[src/rtl/hazard_ctrl.sv]
// DEC-stage hazard controller: in-flight writer scoreboard, operand forwarding
// selects, load-use / mul-div stalls, and taken-branch flush.
module hazard_ctrl #(
  parameter int MD_LAT = 32,
  parameter int CNT_W  = 32
) (
  input  logic             clk,
  input  logic             rstn,
  input  logic             i_HazardCtrl_decValid,
  input  logic [4:0]       i_HazardCtrl_ra1,
  input  logic [4:0]       i_HazardCtrl_ra2,
  input  logic             i_HazardCtrl_use1,
  input  logic             i_HazardCtrl_use2,
  input  logic             i_HazardCtrl_regWe,
  input  logic [4:0]       i_HazardCtrl_WRA,
  input  logic             i_HazardCtrl_isLoad,
  input  logic             i_HazardCtrl_mdStart,
  input  logic             i_HazardCtrl_useHiLo,
  input  logic             i_HazardCtrl_brTaken,
  output logic             o_HazardCtrl_pauseF,
  output logic             o_HazardCtrl_pauseD,
  output logic             o_HazardCtrl_clrD,
  output logic             o_HazardCtrl_bubbleE,
  output logic [1:0]       o_HazardCtrl_fwdA,
  output logic [1:0]       o_HazardCtrl_fwdB,
  output logic             o_HazardCtrl_mdBusy,
  output logic [CNT_W-1:0] o_HazardCtrl_stallCnt
);

  localparam int MDC_W = (MD_LAT > 1) ? $clog2(MD_LAT) : 1;
  localparam logic [MDC_W-1:0] MD_LOAD = MDC_W'(MD_LAT - 1);

  typedef struct packed {
    logic       valid;
    logic [4:0] wa;
    logic       load;
  } sb_entry_t;

  typedef enum logic {
    IDLE    = 1'b0,
    MD_BUSY = 1'b1
  } md_state_t;

  sb_entry_t        sb_e, sb_m, sb_w;
  sb_entry_t        dec_entry;
  md_state_t        state, state_nxt;
  logic [MDC_W-1:0] md_cnt, md_cnt_nxt;
  logic             load_use, md_haz, stall, md_issue;
  logic [CNT_W-1:0] stall_cnt;

  // Register r0 is hard-wired zero, so it never produces a hazard.
  function automatic logic sb_match(input sb_entry_t x, input logic [4:0] a);
    return x.valid && (x.wa == a) && (a != 5'd0);
  endfunction

  function automatic logic [1:0] fwd_sel(input logic use_op, input logic [4:0] a,
                                         input sb_entry_t e, input sb_entry_t m,
                                         input sb_entry_t w);
    logic [1:0] sel;
    sel = 2'd0;
    if (use_op) begin
      if (sb_match(e, a) && !e.load) sel = 2'd1;
      else if (sb_match(m, a))       sel = 2'd2;
      else if (sb_match(w, a))       sel = 2'd3;
    end
    return sel;
  endfunction

  always_comb begin
    load_use = i_HazardCtrl_decValid && sb_e.valid && sb_e.load &&
               ((i_HazardCtrl_use1 && sb_match(sb_e, i_HazardCtrl_ra1)) ||
                (i_HazardCtrl_use2 && sb_match(sb_e, i_HazardCtrl_ra2)));
    md_haz   = (state == MD_BUSY) && i_HazardCtrl_decValid &&
               (i_HazardCtrl_mdStart || i_HazardCtrl_useHiLo);
    stall    = load_use || md_haz;
    md_issue = (state == IDLE) && i_HazardCtrl_decValid && i_HazardCtrl_mdStart &&
               !stall && !i_HazardCtrl_brTaken;
  end

  // A taken branch outranks any stall: the DEC instruction is wrong-path anyway.
  always_comb begin
    o_HazardCtrl_pauseF  = 1'b0;
    o_HazardCtrl_pauseD  = 1'b0;
    o_HazardCtrl_clrD    = 1'b0;
    o_HazardCtrl_bubbleE = 1'b0;
    if (i_HazardCtrl_brTaken) begin
      o_HazardCtrl_clrD    = 1'b1;
      o_HazardCtrl_bubbleE = 1'b1;
    end else if (stall) begin
      o_HazardCtrl_pauseF  = 1'b1;
      o_HazardCtrl_pauseD  = 1'b1;
      o_HazardCtrl_bubbleE = 1'b1;
    end
  end

  always_comb begin
    o_HazardCtrl_fwdA = fwd_sel(i_HazardCtrl_use1, i_HazardCtrl_ra1, sb_e, sb_m, sb_w);
    o_HazardCtrl_fwdB = fwd_sel(i_HazardCtrl_use2, i_HazardCtrl_ra2, sb_e, sb_m, sb_w);
  end

  always_comb begin
    dec_entry.valid = i_HazardCtrl_decValid && i_HazardCtrl_regWe;
    dec_entry.wa    = i_HazardCtrl_WRA;
    dec_entry.load  = i_HazardCtrl_isLoad;
  end

  // Mul/div occupancy: a branch does not abort an operation already issued.
  always_comb begin
    state_nxt  = state;
    md_cnt_nxt = md_cnt;
    case (state)
      IDLE: begin
        if (md_issue) begin
          state_nxt  = MD_BUSY;
          md_cnt_nxt = MD_LOAD;
        end
      end
      MD_BUSY: begin
        if (md_cnt == '0) state_nxt  = IDLE;
        else              md_cnt_nxt = md_cnt - MDC_W'(1);
      end
      default: begin
        state_nxt  = IDLE;
        md_cnt_nxt = '0;
      end
    endcase
  end

  always_ff @(posedge clk or negedge rstn) begin
    if (!rstn) begin
      state     <= IDLE;
      md_cnt    <= '0;
      sb_e      <= '0;
      sb_m      <= '0;
      sb_w      <= '0;
      stall_cnt <= '0;
    end else begin
      state  <= state_nxt;
      md_cnt <= md_cnt_nxt;
      sb_w   <= sb_m;
      sb_m   <= sb_e;
      sb_e   <= o_HazardCtrl_bubbleE ? sb_entry_t'('0) : dec_entry;
      if (o_HazardCtrl_pauseD) stall_cnt <= stall_cnt + CNT_W'(1);
    end
  end

  assign o_HazardCtrl_mdBusy   = (state == MD_BUSY);
  assign o_HazardCtrl_stallCnt = stall_cnt;

endmodule

[config.mk]
export PLATFORM = sky130hd
export DESIGN_NAME = hazard_ctrl
export DESIGN_NICKNAME = d
export VERILOG_FILES = /design/src/rtl/hazard_ctrl.sv
export SDC_FILE = /design/constraint.sdc
export NUM_CORES = 1
export LEC_CHECK = 0
export BUFFER_PORTS_ARGS = -buffer_cell sky130_fd_sc_hd__buf_2
export CAP_MARGIN = 30
export CORE_ASPECT_RATIO = 0.9
export CORE_MARGIN = 2
export CORE_UTILIZATION = 40
export CTS_BUF_LIST = sky130_fd_sc_hd__clkbuf_8
export CTS_CLUSTER_DIAMETER = 40
export DETAILED_ROUTE_END_ITERATION = 8
export GPL_ROUTABILITY_DRIVEN = 0
export RECOVER_POWER = 100
export SYNTH_ARGS = -nofsm -noshare
export SYNTH_HDL_FRONTEND = slang
export SYNTH_SLANG_ARGS = --single-unit
[constraint.sdc]
create_clock -name clk -period 2.35 [get_ports clk]
set_clock_uncertainty 0.2 [all_clocks]
set_input_delay 0.47 -clock clk [delete_from_list [all_inputs] [get_ports clk]]
set_output_delay 0.47 -clock clk [all_outputs]
set_load 0.05 [all_outputs]
After elaboration in Yosys (flattened, before gate mapping)
Cells that the tools add are included.
{"block": "classes", "div": 0, "n_lt_le_gt_ge": 0, "n_eq_ne": 8, "mul": 0, "bitwise_logic": 1, "mux": 19, "n_reduce_logical": 36, "addsub": 2, "n_shift": 0}
{"op": "adder 32 x 1 -> 32 bit, second input constant", "n": 1}
{"op": "equality test 5 bit", "n": 6}
{"op": "logical AND 1 bit", "n": 26}
{"op": "two-way mux 2 bit", "n": 8}
{"op": "two-way mux 5 bit", "n": 2}
{"op": "case mux 5 bit (2 select lines)", "n": 1}
{"op": "nonzero test 5 bit", "n": 2}
{"op": "two-way mux 7 bit", "n": 1}
{"op": "two-way mux 1 bit", "n": 6}
{"op": "zero test 5 bit", "n": 1}
{"op": "subtractor 5 x 1 -> 5 bit, second input constant", "n": 1}
{"op": "inequality test 2 bit, second input constant", "n": 2}
{"op": "zero test 1 bit", "n": 3}
{"op": "logical OR 1 bit", "n": 3}
{"op": "case mux 1 bit (2 select lines)", "n": 1}
{"op": "AND reduction 2 bit", "n": 1}
{"op": "NOT 1 bit", "n": 1}
{"block": "word_totals", "output_inout_bits": 41, "ff_bits": 57, "mem_bits_rw": 0, "memories": 0, "latch_bits": 0, "mem_bits_ro": 0}

Logic depth before layout (Yosys ltp)
Gate-level depths: netlist of the first run.
{"block": "depth", "depth_word": 12, "mapped_depth": 9, "ltp_nobuf": 7}

Least setup slack after synthesis of the first run
No wires, ideal clock.
{"block": "synth_timing", "path_type": "input to output", "start": "input port i_HazardCtrl_ra2[0]", "end": "output port o_HazardCtrl_fwdB[1]", "arrival_ns": 2.376, "stages": 5, "n_path_buf": 1, "slack_ns": -0.696, "cell_sequence": "buf_2 nor4_2 a211oi_1 nor4b_1 nor3b_1"}
{"block": "synth_between", "elab_chain_cells": 7}
{"element": "from (decl)", "line_no": "11", "text": "input logic [4:0] i_HazardCtrl_ra2,"}
{"element": "equality test 5 bit", "line_no": "53", "text": "return x.valid && (x.wa == a) && (a != 5'd0);"}
{"element": "logical AND 1 bit (2 in a row)", "line_no": "53"}
{"element": "two-way mux 2 bit", "line_no": "64", "text": "else if (sb_match(w, a)) sel = 2'd3;"}
{"element": "two-way mux 2 bit", "line_no": "63", "text": "else if (sb_match(m, a)) sel = 2'd2;"}
{"element": "two-way mux 2 bit *", "line_no": "62", "text": "if (sb_match(e, a) && !e.load) sel = 2'd1;"}
{"element": "two-way mux 2 bit *", "line_no": "61", "text": "if (use_op) begin"}
{"element": "to (decl)", "line_no": "25", "text": "output logic [1:0] o_HazardCtrl_fwdB,"}
Mark *: on every way between the ends. The rest lies on a longest branch, timed or not.

Final worst setup path of the first run
{"block": "layout_timing", "start": "register sb_e[5] (netlist name)", "end": "output port o_HazardCtrl_fwdB[1]"}
{"block": "layout_between", "elab_chain_cells": 6}
{"element": "from (decl)", "line_no": "44", "text": "sb_entry_t sb_e, sb_m, sb_w;"}
{"element": "from (signal assigned)", "line_no": "142", "text": "sb_e <= o_HazardCtrl_bubbleE ? sb_entry_t'('0) : dec_entry;"}
{"element": "equality test 5 bit", "line_no": "53"}
{"element": "logical AND 1 bit (2 in a row)", "line_no": "53"}
{"element": "logical AND 1 bit", "line_no": "62"}
{"element": "two-way mux 2 bit", "line_no": "62"}
{"element": "two-way mux 2 bit", "line_no": "61"}
No other way between the ends.

==> metrics.md, run 1 <==
| Metric | Value |
|---|---|
| Count of flip-flops with a built-in enable after synthesis | `0` |
| Most instantiated library cell after synthesis | `sky130_fd_sc_hd__dfrtp_1` |
| Number of different library cells in the post-synthesis netlist | `37` |
| Portion of the post-synthesis area used by sequential elements | `0.4931` |
| Ranking of synthesized cells by instance count | `sky130_fd_sc_hd__dfrtp_1 (57), sky130_fd_sc_hd__xor2_1 (34), sky130_fd_sc_hd__xnor2_1 (24), sky130_fd_sc_hd__nand2_1 (20)` |
| Share of synthesized registers carrying an async set or reset | `1.000` |
| Clock insertion delay at the later pin of the skew report | `roughly 330 ps` |
| Largest cells by area after synthesis | `sky130_fd_sc_hd__dfrtp_1 (49%), sky130_fd_sc_hd__xor2_1 (10%), sky130_fd_sc_hd__xnor2_1 (7.3%)` |
| Post-layout nets | `between 300 and 400` |
| Highest ir drop seen on vdd | `around 0.86 mV` |
| Number of standard cells after synthesis | `275` |
| Type of the worst min-delay path | `input port to register` |
| Met2 routed WL | `2974 µm` |
| Input/output buffers | `65` |
| Internal Pwr Total | `1.893 mW` |
| Cells on worst reg2reg path | `8` |
| Power Density | `between 700 and 800 mW/mm²` |
| End of the worst register-to-register path | `o_HazardCtrl_stallCnt[26]$_DFFE_PN0P_` |
| Die footprint | `0.007929 mm²` |
| Buffer levels on the longest clock path | `2` |
| Clock period minus worst slack | `approximately 2500 ps` |
| Worst-case headroom to the max-slew limit | `0.7509` |
| Setup crit start kind | `register` |
| DRT iter0 DRCs | `79` |
| Cell-by-cell listing of the critical path | `xor2_1 -> a211oi_2 -> nor4b_4 -> buf_4 -> nor3b_2 -> buf_6` |
| Endpoints failing setup | `7` |
| Total power draw | `about 3 mW` |
| Family with the most delay on the worst path | `flip-flops` |
| Number of maximum-capacitance constraint violations | `0` |
| Net Switching | `roughly 1.0 mW` |
| Number of CTS-inserted buffers | `9` |
| Number of fill cells | `approximately 660` |
| Combinational group share of total power | `0.266` |
| Syn Std Cell Area | `between 0.002 and 0.003 mm²` |
| Clock share of power | `0.311` |
| Initial core utilization | `0.4109` |
| Overall routing resource usage | `0.1827` |
| R2R setup slack | `~70 ps` |
| # diodes | `0` |
| Crit path kind | `register to output port` |
| CTS tree | `built` |
| RR Startpoint | `sb_e[4]$_DFF_PN0_` |
| Post-detail-place hpwl | `between 4000 and 5000 µm` |
| Tcrit/Tclk final | `1.067` |
| Standard cell with the maximum stage delay on the critical path | `sky130_fd_sc_hd__dfrtp_1` |
| Number of sinks on the clock net | `57` |
| Flop and latch count out of synthesis | `57` |
| Number of levels in the clock H-tree | `3` |
| Count of cell instances traversed by the critical path | `6` |
| Post-detailed-route count of antenna-violating nets | `0` |
| Final Hold Fails | `0` |
| Placement-stage cell area | `around 0.0035 mm²` |
| Highest routed metal layer | `met4` |
| Post-synthesis cell type with the largest combined area | `sky130_fd_sc_hd__dfrtp_1` |
| Pin count of the biggest net entering global routing | `58` |
| Maximum fanout count along the critical path | `3` |
| Unrepaired setup endpoints after global routing | `yes` |
| Detailed-router iteration count before antenna repair | `4` |
| Failing checks | `setup timing` |
| Data arrival, critical path | `1840 ps` |
| Syn Nets | `slightly above 300` |
| Synth top area share | `0.4931` |
| Clock-pin slew on the worst setup and hold paths | `~70 ps` |
| DRC errors left | `0` |
| WL per Instance | `roughly 14 µm` |
| Std-Cell Rows | `29` |
| Synth Area per Inst | `10.52 µm²` |
| Power share of the sequential group | `0.423` |
| Required time at the worst-slack endpoint | `~1700 ps` |
| Global-route wire length before repair | `about 11,000 µm` |
| Met3 routed wirelength | `344 µm` |
| Total routed wire length on the met1 layer | `about 3300 µm` |
| Worst setup path endpoint | `o_HazardCtrl_fwdB[1]` |
| Fraction of layout cells with a size suffix above 1 | `0.3629` |
| Clock Root Buffer | `sky130_fd_sc_hd__clkbuf_8` |
| Synth-to-layout area growth | `34.69%` |
| Number of top-level design ports | `between 60 and 70` |
| Max stage delay on crit path | `430 ps` |
| DIE WIDTH | `roughly 94 µm` |
| Routed wire length | `around 6700 µm` |
| Final worst-path setup slack | `-157.0 ps` |
| Achievable frequency | `~400 MHz` |
| Run status | `finished with violations` |
| DR vias | `roughly 2,300` |
| Non-Filler Cell Area, Final | `approximately 0.004 mm²` |
| Initial antenna violation count | `0` |
| Vias in the first global route | `about 2,300` |
| Switching part of the total | `0.3510` |
| Core footprint | `~0.0070 mm²` |
| Buffers plus inverters on the worst setup path | `2` |
| CP endpoint kind | `output port` |
| Leakage power | `around 1.9 nW` |
| Residual overflow from global routing | `0` |
| Vias per inst | `4.923` |
| Top flip-flop cell by instance count after synthesis | `sky130_fd_sc_hd__dfrtp_1` |
| Die height | `84.68 µm` |
| Actual transition at the worst max-transition pin | `roughly 370 ps` |
| Critical path origin | `sb_e[5]$_DFF_PN0_` |
| Yosys warnings | `0` |
| Final count of pins violating max slew | `0` |
## layer usage
metal  up-vias  global-route usage
li1       1138                   -
met1      1074              0.2745
met2        66              0.2564
met3        11             0.04039
met4         0             0.07115
met5         -                   0
## cells in the final DEF (no fill, tap or decap), drive strengths merged, types with 12 or more instances in the layout
master	count
nand2	20
buf	93
dfrtp	57
nor3	16
nor2	12
nand4	14
nand3	15
xor2	34
xnor2	24
## sequential cells by signal, indices dropped and copies added (netlist names)
name,count
md_cnt,5
o_HazardCtrl_mdBusy,1
o_HazardCtrl_stallCnt,32
sb_e,7
sb_m,6
sb_w,6
## worst min path at each step
stage	start	end	slack [ps]	cells past startpoint
global placement	sb_e[6]$_DFF_PN0_	sb_m[6]$_DFF_PN0_	190	0
CTS	i_HazardCtrl_WRA[2]	sb_e[3]$_DFF_PN0_	130	2
finish	i_HazardCtrl_WRA[0]	sb_e[1]$_DFF_PN0_	150	2
global route	i_HazardCtrl_WRA[0]	sb_e[1]$_DFF_PN0_	140	2
floorplan	rstn	md_cnt[0]$_DFFE_PN0P_	-30	0
detailed placement	sb_e[6]$_DFF_PN0_	sb_m[6]$_DFF_PN0_	190	0
## worst reg2reg max path, cell delays in order (launching register included)
cell and delay [ps]:
sky130_fd_sc_hd__dfrtp_1 420, sky130_fd_sc_hd__xor2_1 160, sky130_fd_sc_hd__a211oi_2 300, sky130_fd_sc_hd__and3_1 250
sky130_fd_sc_hd__nor3_4 60, sky130_fd_sc_hd__buf_4 140, sky130_fd_sc_hd__buf_4 170, sky130_fd_sc_hd__nor4_2 320
sky130_fd_sc_hd__xor2_1 180
## through the flow
stage	util	instances	hold slack, ps	TNS [ps]	setup WS (ps)
floorplan	-	275	-25.59	-518.8	-236.2
global placement	0.4970	440	187.2	-1593	-191.7
detailed placement	0.4970	440	190.2	-1868	-169.7
CTS	0.5403	461	127.7	-984.8	-178.6
global route	0.5535	465	137.9	-1643	-230.4
finish	0.5535	465	145.2	-913.9	-157.0
## cells by family (layout without fill, tap and decap cells)
kind of cell | Yosys count | after routing | synth area share
AO/OA/AOI/OAI | 16 | 16 | 0.03589
XOR/XNOR | 58 | 58 | 0.1756
adder cells (fa/ha/maj) | 3 | 3 | 0.01298
buffers and inverters | 20 | 117 | 0.03849
flip-flops | 57 | 57 | 0.4931
AND/OR/NAND/NOR | 121 | 121 | 0.2439
## power groups by stage
stage	Clock (mW)	Sequential, mW	Combinational [mW]
6_report	0.909	1.23	0.774
5_1_grt	0.986	1.26	0.856
4_1_cts	0.942	1.23	0.758
3_5_place_dp	0	1.25	0.725
3_3_place_gp	0	1.25	0.718
2_1_floorplan	0	1.38	0.385
## what timing repair did
action                     4_1_cts  5_1_grt
gates resized for setup         19       11
pin swaps                       12        8
hold buffers                     1        0
hold endpoints to repair        57        0
setup endpoints to repair        7       13
buffers inserted                 4        4
## final cells by class
class                      instances  area [µm²]  share of cell area
multi-input combinational        198        1506              0.3866
inverter                           7       26.28            0.006744
sequential                        57        1426              0.3661
tap                               93       116.4             0.02987
clock buffer                       9       123.9             0.03179
timing repair buffer              94       625.6              0.1606
clock inverter                     7       71.32             0.01830
No activity file was read; power rests on OpenSTA's default activity.
==> run 2: changes to the inputs <==
CELL_PAD_IN_SITES_DETAIL_PLACEMENT = 0   (was not set)
CELL_PAD_IN_SITES_GLOBAL_PLACEMENT = 1   (was not set)
CORE_ASPECT_RATIO = 1.2   (was 0.9)
CORE_UTILIZATION = 39   (was 40)
PLACE_DENSITY_LB_ADDON = 0.1   (was not set)
==> run 2 against run 1 <==
Effect of this change: the flow still finishes with violations (setup timing); critical path type unchanged; largest power group unchanged; cell count is 1.1% lower; design area decreased by 1.9%; clock power shrank 11%; critical path depth up 1; die area is 2.5% higher.
==> metrics.md, run 2 (synthesis results as in run 1) <==
| Metric | Value |
|---|---|
| Run status | `finished with violations (unchanged)` |
| Failing checks | `setup timing (unchanged)` |
| WL per Instance | `14.67 µm (was 14.45 µm)` |
| Std-Cell Rows | `34 (was 29)` |
| Actual transition at the worst max-transition pin | `796.9 ps (was 372.7 ps)` |
| Detailed-router iteration count before antenna repair | `4 (unchanged)` |
| Type of the worst min-delay path | `input port to register (unchanged)` |
| Setup crit start kind | `register (unchanged)` |
| Pin count of the biggest net entering global routing | `58 (unchanged)` |
| Largest register FFs | `32 (unchanged)` |
| Number of sinks on the clock net | `57 (unchanged)` |
| Global-route wire length before repair | `11,580 µm (was 11,250 µm)` |
| Vias in the first global route | `2,431 (was 2,266)` |
| Tcrit/Tclk final | `1.066 (was 1.067)` |
| Power Density | `731.6 mW/mm² (was 748.6 mW/mm²)` |
| Achievable frequency | `399.2 MHz (was 398.9 MHz)` |
| Combinational group share of total power | `0.272 (was 0.266)` |
| Initial antenna violation count | `0 (unchanged)` |
| Number of maximum-capacitance constraint violations | `0 (unchanged)` |
| Post-detail-place hpwl | `4957 µm (was 4766 µm)` |
| Overall routing resource usage | `0.1865 (was 0.1827)` |
| Number of levels in the clock H-tree | `3 (unchanged)` |
| Number of CTS-inserted buffers | `9 (unchanged)` |
| Crit path kind | `register to output port (unchanged)` |
| Fraction of layout cells with a size suffix above 1 | `0.2811 (was 0.3629)` |
| Clock Root Buffer | `sky130_fd_sc_hd__clkbuf_8 (unchanged)` |
| Post-detailed-route count of antenna-violating nets | `0 (unchanged)` |
| Required time at the worst-slack endpoint | `1680 ps (about the same)` |
| Buffers plus inverters on the worst setup path | `3 (was 2)` |
| DRC errors left | `0 (unchanged)` |
| R2R setup slack | `-30 ps (was 70 ps)` |
| Internal Pwr Total | `1.810 mW (was 1.893 mW)` |
| Clock insertion delay at the later pin of the skew report | `330 ps (about the same)` |
| Buffer levels on the longest clock path | `2 (unchanged)` |
| CP endpoint kind | `output port (unchanged)` |
| Residual overflow from global routing | `0 (unchanged)` |
| Net Switching | `0.9855 mW (was 1.024 mW)` |
| Post-place setup slack | `-220.2 ps (was -169.7 ps)` |
| Endpoints failing setup | `10 (was 7)` |
| Die footprint | `0.008125 mm² (was 0.007929 mm²)` |
| CTS tree | `built (unchanged)` |
| Power share of the sequential group | `0.440 (was 0.423)` |
| Final worst-path setup slack | `-155.0 ps (was -157.0 ps)` |
| Die height | `98.35 µm (was 84.68 µm)` |
| DRT iter0 DRCs | `89 (was 79)` |
| Synth-to-layout area growth | `32.09% (was 34.69%)` |
| # diodes | `0 (unchanged)` |
| Data arrival, critical path | `1830 ps (was 1840 ps)` |
| Leakage power | `1.778 nW (was 1.935 nW)` |
| Routed wire length | `6749 µm (was 6718 µm)` |
| Unrepaired setup endpoints after global routing | `yes (unchanged)` |
| Highest ir drop seen on vdd | `0.5205 mV (was 0.8591 mV)` |
| Post-layout nets | `393 (was 395)` |
| Final Hold Fails | `0 (unchanged)` |
| Clock-pin slew on the worst setup and hold paths | `60 ps (was 70 ps)` |
| Most frequent cells in the layout | `sky130_fd_sc_hd__dfrtp_1 (57), sky130_fd_sc_hd__clkbuf_1 (35), sky130_fd_sc_hd__xor2_1 (33), sky130_fd_sc_hd__buf_2 (25), sky130_fd_sc_hd__xnor2_1 (24) (was sky130_fd_sc_hd__buf_2 (58), sky130_fd_sc_hd__dfrtp_1 (57), sky130_fd_sc_hd__xor2_1 (33), sky130_fd_sc_hd__buf_4 (25), sky130_fd_sc_hd__xnor2_1 (24))` |
| Worst-case headroom to the max-slew limit | `0.4688 (was 0.7509)` |
| Cell-by-cell listing of the critical path | `xor2_1 -> a211oi_2 -> buf_4 -> and3_4 -> nor3_4 -> inv_2 -> buf_8 (was xor2_1 -> a211oi_2 -> nor4b_4 -> buf_4 -> nor3b_2 -> buf_6)` |
| Switching part of the total | `0.3525 (was 0.3510)` |
| Clock share of power | `0.288 (was 0.311)` |
| Input/output buffers | `65 (unchanged)` |
| Maximum fanout count along the critical path | `3 (unchanged)` |
| Most common cell after layout, fill and taps aside | `sky130_fd_sc_hd__dfrtp_1 (was sky130_fd_sc_hd__buf_2)` |
| Setup_tns | `-969.9 ps (was -913.9 ps)` |
| Family with the most delay on the worst path | `buffers and inverters (was flip-flops)` |
| DIE WIDTH | `82.62 µm (was 93.64 µm)` |
| Initial core utilization | `0.4000 (was 0.4109)` |
| Worst hold slack after final layout | `146.7 ps (was 145.2 ps)` |
| Vias per inst | `5.002 (was 4.923)` |
| Max stage delay on crit path | `410 ps (was 430 ps)` |
| Standard cell with the maximum stage delay on the critical path | `sky130_fd_sc_hd__dfrtp_1 (unchanged)` |
| Number of top-level design ports | `66 (unchanged)` |
| DR vias | `2,301 (was 2,289)` |
| Clock period minus worst slack | `2505 ps (was 2507 ps)` |
| Final count of pins violating max slew | `0 (unchanged)` |
| Core footprint | `0.007232 mm² (was 0.007039 mm²)` |
==> run 2: per-stage QoR <==
| stage | instances | cell area [µm²] | util | total power [mW] |
|---|---|---|---|---|
| after floorplan | 275 | 3005 | - | 1.765 |
| after global placement | 440 | 3505 | 0.4846 | 1.979 |
| after detailed placement | 440 | 3505 | 0.4846 | 1.988 |
| after CTS | 457 | 3750 | 0.5185 | 2.826 |
| after global routing | 460 | 3821 | 0.5284 | 2.968 |
| final | 460 | 3821 | 0.5284 | 2.796 |
==> run 2: worst paths after layout <==
kind | start | depth (start not counted) | to
setup reg to reg | sb_e[3]$_DFF_PN0_ | 11 | o_HazardCtrl_stallCnt[22]$_DFFE_PN0P_
hold reg to reg | sb_m[6]$_DFF_PN0_ | 0 | sb_w[6]$_DFF_PN0_
min in group asynchronous | rstn | 3 | md_cnt[4]$_DFFE_PN0P_
setup / recovery | sb_e[3]$_DFF_PN0_ | 7 | o_HazardCtrl_pauseD
max in group asynchronous | rstn | 3 | o_HazardCtrl_stallCnt[27]$_DFFE_PN0P_
hold / removal | i_HazardCtrl_WRA[4] | 2 | sb_e[5]$_DFF_PN0_
==> run 2: what timing repair did <==
action	CTS	global route
hold buffers	1	0
setup buffers	0	3
pin swaps	7	11
endpoints found under the hold margin	57	0
setup endpoints to repair	7	17
resized for setup	16	24
==> run 2: worst reg2reg max path: stages (launching register included) <==
cell,delay [ps]
sky130_fd_sc_hd__dfrtp_1,410
sky130_fd_sc_hd__xor2_1,170
sky130_fd_sc_hd__a211oi_2,260
sky130_fd_sc_hd__buf_4,170
sky130_fd_sc_hd__and3_4,180
sky130_fd_sc_hd__nor3_4,40
sky130_fd_sc_hd__inv_2,110
sky130_fd_sc_hd__buf_4,120
sky130_fd_sc_hd__buf_4,190
sky130_fd_sc_hd__buf_4,150
sky130_fd_sc_hd__nand4b_1,120
sky130_fd_sc_hd__xnor2_1,150
==> run 2: power groups by stage <==
stage          clock network (mW)  registers, mW  logic (mW)
3_5_place_dp                    0           1.25       0.738
6_report                    0.806           1.23       0.759
4_1_cts                     0.838           1.23       0.757
3_3_place_gp                    0           1.25       0.731
5_1_grt                     0.879           1.25       0.838
2_1_floorplan                   0           1.38       0.385
==> run 2: layout make-up <==
| class | instances | area (µm²) |
|---|---|---|
| Clock buffer | 11 | 151.4 |
| Clock inverter | 5 | 22.52 |
| Fill cell | 701 | 3411 |
| Inverter | 7 | 26.28 |
| Multi-Input combinational cell | 198 | 1538 |
| Sequential cell | 57 | 1426 |
| Tap cell | 90 | 112.6 |
| Timing Repair Buffer | 92 | 544.3 |
==> run 2: metal layers <==
metal / GRT usage / up-vias / share of wire
li1: - / 1128 / -
met1: 0.2326 / 1119 / 0.43
met2: 0.3089 / 44 / 0.52
met3: 0.04251 / 10 / 0.035
met4: 0.07188 / 0 / 0.015
met5: 0 / - / 0
==> run 3: changes to the inputs <==
ABC_AREA = 1   (was not set)
CORE_UTILIZATION = 36   (was 39)
CTS_BUF_LIST = not set   (was sky130_fd_sc_hd__clkbuf_8)
==> run 3 against run 2 <==
Effect of this change: the run still ends with setup timing left; maximum frequency down 3.8%; synthesized cell count up 75%; critical path type unchanged; clock power up 70%; worst hold slack better by 5.3 ps.
==> metrics.md, run 3 <==
| Metric | Value |
|---|---|
| Required time at the worst-slack endpoint | `1680 ps (about the same)` |
| Data arrival, critical path | `1930 ps (was 1830 ps)` |
| Dominant combinational cell family by area after synthesis | `simple AND/OR/NAND/NOR gates (unchanged)` |
| Syn Nets | `509 (was 303)` |
| Final count of pins violating max slew | `0 (unchanged)` |
| Setup crit start kind | `register (unchanged)` |
| Layout Utilization | `0.4855 (was 0.5284)` |
| Most common cell after layout, fill and taps aside | `sky130_fd_sc_hd__nand2_1 (was sky130_fd_sc_hd__dfrtp_1)` |
| Initial antenna violation count | `0 (unchanged)` |
| Top flip-flop cell by instance count after synthesis | `sky130_fd_sc_hd__dfrtp_1 (unchanged)` |
| WL per Instance | `14.28 µm (was 14.67 µm)` |
| Worst hold stages | `3 (was 2)` |
| Number of top-level design ports | `66 (unchanged)` |
| DRT iter0 DRCs | `91 (was 89)` |
| Buffer levels on the longest clock path | `2 (unchanged)` |
| Count of flip-flops with a built-in enable after synthesis | `0 (unchanged)` |
| Portion of the post-synthesis area used by sequential elements | `0.4090 (was 0.4931)` |
| Final worst-path setup slack | `-254.6 ps (was -155.0 ps)` |
| Clock insertion delay at the later pin of the skew report | `320 ps (was 330 ps)` |
| Final Hold Fails | `0 (unchanged)` |
| Multiplexer share of the synthesized area | `0 (unchanged)` |
| Type of the worst min-delay path | `input port to register (unchanged)` |
| Crit path kind | `register to output port (unchanged)` |
| Syn Std Cell Area | `0.003487 mm² (was 0.002893 mm²)` |
| Vias per inst | `4.787 (was 5.002)` |
| Yosys warnings | `0 (unchanged)` |
| Overall routing resource usage | `0.1992 (was 0.1865)` |
| Synth top area share | `0.4090 (was 0.4931)` |
| Switching part of the total | `0.3864 (was 0.3525)` |
| Number of levels in the clock H-tree | `3 (unchanged)` |
| Standard cell with the maximum stage delay on the critical path | `sky130_fd_sc_hd__dfrtp_1 (unchanged)` |
| Post-detailed-route count of antenna-violating nets | `0 (unchanged)` |
| Unrepaired setup endpoints after global routing | `yes (unchanged)` |
| Number of maximum-capacitance constraint violations | `0 (unchanged)` |
| Adder and majority cell fraction of the synthesized area | `0.01076 (was 0.01298)` |
| Pin count of the biggest net entering global routing | `41 (was 58)` |
| Max stage delay on crit path | `410 ps (about the same)` |
| DIE WIDTH | `93.85 µm (was 82.62 µm)` |
| Post-synthesis cell type with the largest combined area | `sky130_fd_sc_hd__dfrtp_1 (unchanged)` |
| Xor and xnor fraction of the mapped netlist area | `0.08288 (was 0.1756)` |
| Clock Root Buffer | `sky130_fd_sc_hd__clkbuf_16 (was sky130_fd_sc_hd__clkbuf_8)` |
| Number of sinks on the clock net | `57 (unchanged)` |
| Input/output buffers | `65 (unchanged)` |
| Compound-cell area share of the yosys netlist | `0.06674 (was 0.03590)` |
| Number of CTS-inserted buffers | `9 (unchanged)` |
| Number of standard cells after synthesis | `481 (was 275)` |
| Synth Area per Inst | `7.250 µm² (was 10.52 µm²)` |
| Leakage power | `2.205 nW (was 1.778 nW)` |
| Largest register FFs | `32 (unchanged)` |
| Combinational group share of total power | `0.317 (was 0.272)` |
| Endpoints failing setup | `7 (was 10)` |
| Initial core utilization | `0.3684 (was 0.4000)` |
| Net Switching | `1.547 mW (was 0.9855 mW)` |
| Internal Pwr Total | `2.457 mW (was 1.810 mW)` |
| DRC errors left | `0 (unchanged)` |
| Clock-pin slew on the worst setup and hold paths | `50 ps (was 60 ps)` |
| DR vias | `3,375 (was 2,301)` |
| Clock share of power | `0.342 (was 0.288)` |
| Std-Cell Rows | `39 (was 34)` |
| Post-layout nets | `605 (was 393)` |
| Synthesized-area fraction occupied by and/or/nand/nor cells | `0.3441 (was 0.2439)` |
| Failing checks | `setup timing (unchanged)` |
| Post-detail-place hpwl | `7592 µm (was 4957 µm)` |
| Largest cells by area after synthesis | `sky130_fd_sc_hd__dfrtp_1 (41%), sky130_fd_sc_hd__nand2_1 (19%), sky130_fd_sc_hd__inv_1 (5.3%) (was sky130_fd_sc_hd__dfrtp_1 (49%), sky130_fd_sc_hd__xor2_1 (10%), sky130_fd_sc_hd__xnor2_1 (7.3%))` |
| Actual transition at the worst max-transition pin | `1014 ps (was 796.9 ps)` |
| # diodes | `0 (unchanged)` |
| CTS tree | `built (unchanged)` |
| Cells on worst reg2reg path | `14 (was 11)` |
| Routed wire length | `10,070 µm (was 6749 µm)` |
| Detailed-router iteration count before antenna repair | `4 (unchanged)` |
| Placement-stage cell area | `0.004091 mm² (was 0.003505 mm²)` |
| Power share of the sequential group | `0.341 (was 0.440)` |
| Total power draw | `4.003 mW (was 2.796 mW)` |
| Die footprint | `0.01049 mm² (was 0.008125 mm²)` |
| Global-route wire length before repair | `16,240 µm (was 11,580 µm)` |
| Die height | `111.8 µm (was 98.35 µm)` |
| Clock period minus worst slack | `2605 ps (was 2505 ps)` |
| Non-Filler Cell Area, Final | `0.004596 mm² (was 0.003821 mm²)` |
| Worst hold slack after final layout | `152.0 ps (was 146.7 ps)` |
| Highest ir drop seen on vdd | `0.3701 mV (was 0.5205 mV)` |
| Residual overflow from global routing | `0 (unchanged)` |
| Vias in the first global route | `3,388 (was 2,431)` |
| Worst-case headroom to the max-slew limit | `0.3242 (was 0.4688)` |
| R2R setup slack | `120 ps (was -30 ps)` |
| Share of synthesized registers carrying an async set or reset | `1.000 (unchanged)` |
| Flop and latch count out of synthesis | `57 (unchanged)` |
| Cell-by-cell listing of the critical path | `inv_1 -> nand2_1 -> nand2_1 -> inv_2 -> nand2_2 -> nor2_4 -> nand3_2 -> nand2_2 -> nand2_4 -> a21oi_4 -> buf_6 -> buf_12 (was xor2_1 -> a211oi_2 -> buf_4 -> and3_4 -> nor3_4 -> inv_2 -> buf_8)` |
| Ranking of synthesized cells by instance count | `sky130_fd_sc_hd__nand2_1 (174), sky130_fd_sc_hd__dfrtp_1 (57), sky130_fd_sc_hd__inv_1 (49), sky130_fd_sc_hd__nor2_1 (41), sky130_fd_sc_hd__nand3_1 (23) (was sky130_fd_sc_hd__dfrtp_1 (57), sky130_fd_sc_hd__xor2_1 (34), sky130_fd_sc_hd__xnor2_1 (24), sky130_fd_sc_hd__nand2_1 (20))` |
| Most frequent cells in the layout | `sky130_fd_sc_hd__nand2_1 (170), sky130_fd_sc_hd__dfrtp_1 (56), sky130_fd_sc_hd__inv_1 (47), sky130_fd_sc_hd__clkbuf_1 (37), sky130_fd_sc_hd__nor2_1 (36) (was sky130_fd_sc_hd__dfrtp_1 (57), sky130_fd_sc_hd__clkbuf_1 (35), sky130_fd_sc_hd__xor2_1 (33), sky130_fd_sc_hd__buf_2 (25), sky130_fd_sc_hd__xnor2_1 (24))` |
| Maximum fanout count along the critical path | `4 (was 3)` |
| Tcrit/Tclk final | `1.108 (was 1.066)` |
| CP endpoint kind | `output port (unchanged)` |
| Achievable frequency | `383.9 MHz (was 399.2 MHz)` |
| Power Density | `871.1 mW/mm² (was 731.6 mW/mm²)` |
| Most instantiated library cell after synthesis | `sky130_fd_sc_hd__nand2_1 (was sky130_fd_sc_hd__dfrtp_1)` |
| Fraction of layout cells with a size suffix above 1 | `0.2045 (was 0.2811)` |
| Run status | `finished with violations (unchanged)` |
| Core footprint | `0.009467 mm² (was 0.007232 mm²)` |
| Number of different library cells in the post-synthesis netlist | `35 (was 37)` |
| Synth-to-layout area growth | `31.79% (was 32.09%)` |
==> run 3: cell count changes after synthesis, moves of 7 or more <==
cell                      change
sky130_fd_sc_hd__nand2_1    +154
sky130_fd_sc_hd__inv_1       +43
sky130_fd_sc_hd__nor2_1      +29
sky130_fd_sc_hd__xor2_1      -14
sky130_fd_sc_hd__o21ai_0     +12
sky130_fd_sc_hd__xnor2_1     -11
sky130_fd_sc_hd__inv_2        +8
sky130_fd_sc_hd__nand3_1      +8
sky130_fd_sc_hd__nand4_1      -8
sky130_fd_sc_hd__and3_1       -7
==> run 3: worst max-delay path, delay by kind of cell (launching register included) <==
kind | cells | cell delay [ps]
and+or+nand+nor | 7 | 580
AOI/OAI and AO/OA | 1 | 220
DFF | 1 | 410
buffers and inverters | 4 | 390
==> run 3: worst paths after layout <==
kind / endpoint / start
setup / recovery: o_HazardCtrl_pauseF / sb_e[4]$_DFF_PN0_
hold / removal: sb_e[1]$_DFF_PN0_ / i_HazardCtrl_WRA[0]
setup reg to reg: o_HazardCtrl_stallCnt[9]$_DFFE_PN0P_ / sb_e[4]$_DFF_PN0_
hold reg to reg: sb_m[6]$_DFF_PN0_ / sb_e[6]$_DFF_PN0_
max in group asynchronous: o_HazardCtrl_mdBusy$_DFF_PN0_ / rstn
min in group asynchronous: o_HazardCtrl_stallCnt[5]$_DFFE_PN0P_ / rstn
==> run 3: logic make-up after synthesis <==
| family | count (synthesis) |
|---|---|
| fa+ha+maj | 3 |
| flops | 57 |
| buf+inv | 69 |
| simple gates | 282 |
| xor+xnor | 33 |
| compound gates | 37 |
==> run 3: stage by stage <==
| step | std cells | setup TNS [ps] | setup WS (ps) |
|---|---|---|---|
| 2_1_floorplan | 481 | 0 | 14.78 |
| 3_3_place_gp | 680 | -518.7 | -124.8 |
| 3_5_place_dp | 680 | -554.5 | -128.4 |
| 4_1_cts | 701 | -896.5 | -238.6 |
| 5_1_grt | 705 | -3912 | -353.7 |
| 6_report | 705 | -945.5 | -254.6 |
==> run 3: repair_timing <==
| item | 4_1_cts | 5_1_grt |
|---|---|---|
| hold buffers | 1 | 0 |
| setup buffers | 4 | 4 |
| gates cloned | 0 | 2 |
| endpoints found under the hold margin | 17 | 0 |
| endpoints found under the setup margin | 7 | 40 |
| pin swaps | 3 | 16 |
| resized for setup | 22 | 26 |
==> run 3: area by class of cell <==
type,instances,area [µm²]
inverter,60,225.2
sequential,57,1428
tap,123,153.9
clock buffer,10,229.0
multi-input combinational,355,1868
clock inverter,6,82.58
timing repair buffer,94,609.3
fill,990,4871
==> run 3: power groups by stage <==
stage	Sequential (mW)	Combinational, mW	Clock [mW]
after detailed placement	1.38	1.23	0
after global routing	1.40	1.40	1.45
after global placement	1.38	1.21	0
after floorplan	1.64	0.586	0
after CTS	1.37	1.26	1.41
final	1.37	1.27	1.37
==> run 3: routing by layer <==
metal  global-route usage  part of all wire  vias to the layer above
met5                    0                 0                        -
met4              0.07053             0.023                        0
met3              0.04398             0.035                       20
met2               0.3552              0.52                       67
met1               0.2318              0.42                     1577
li1                     -                 -                     1711
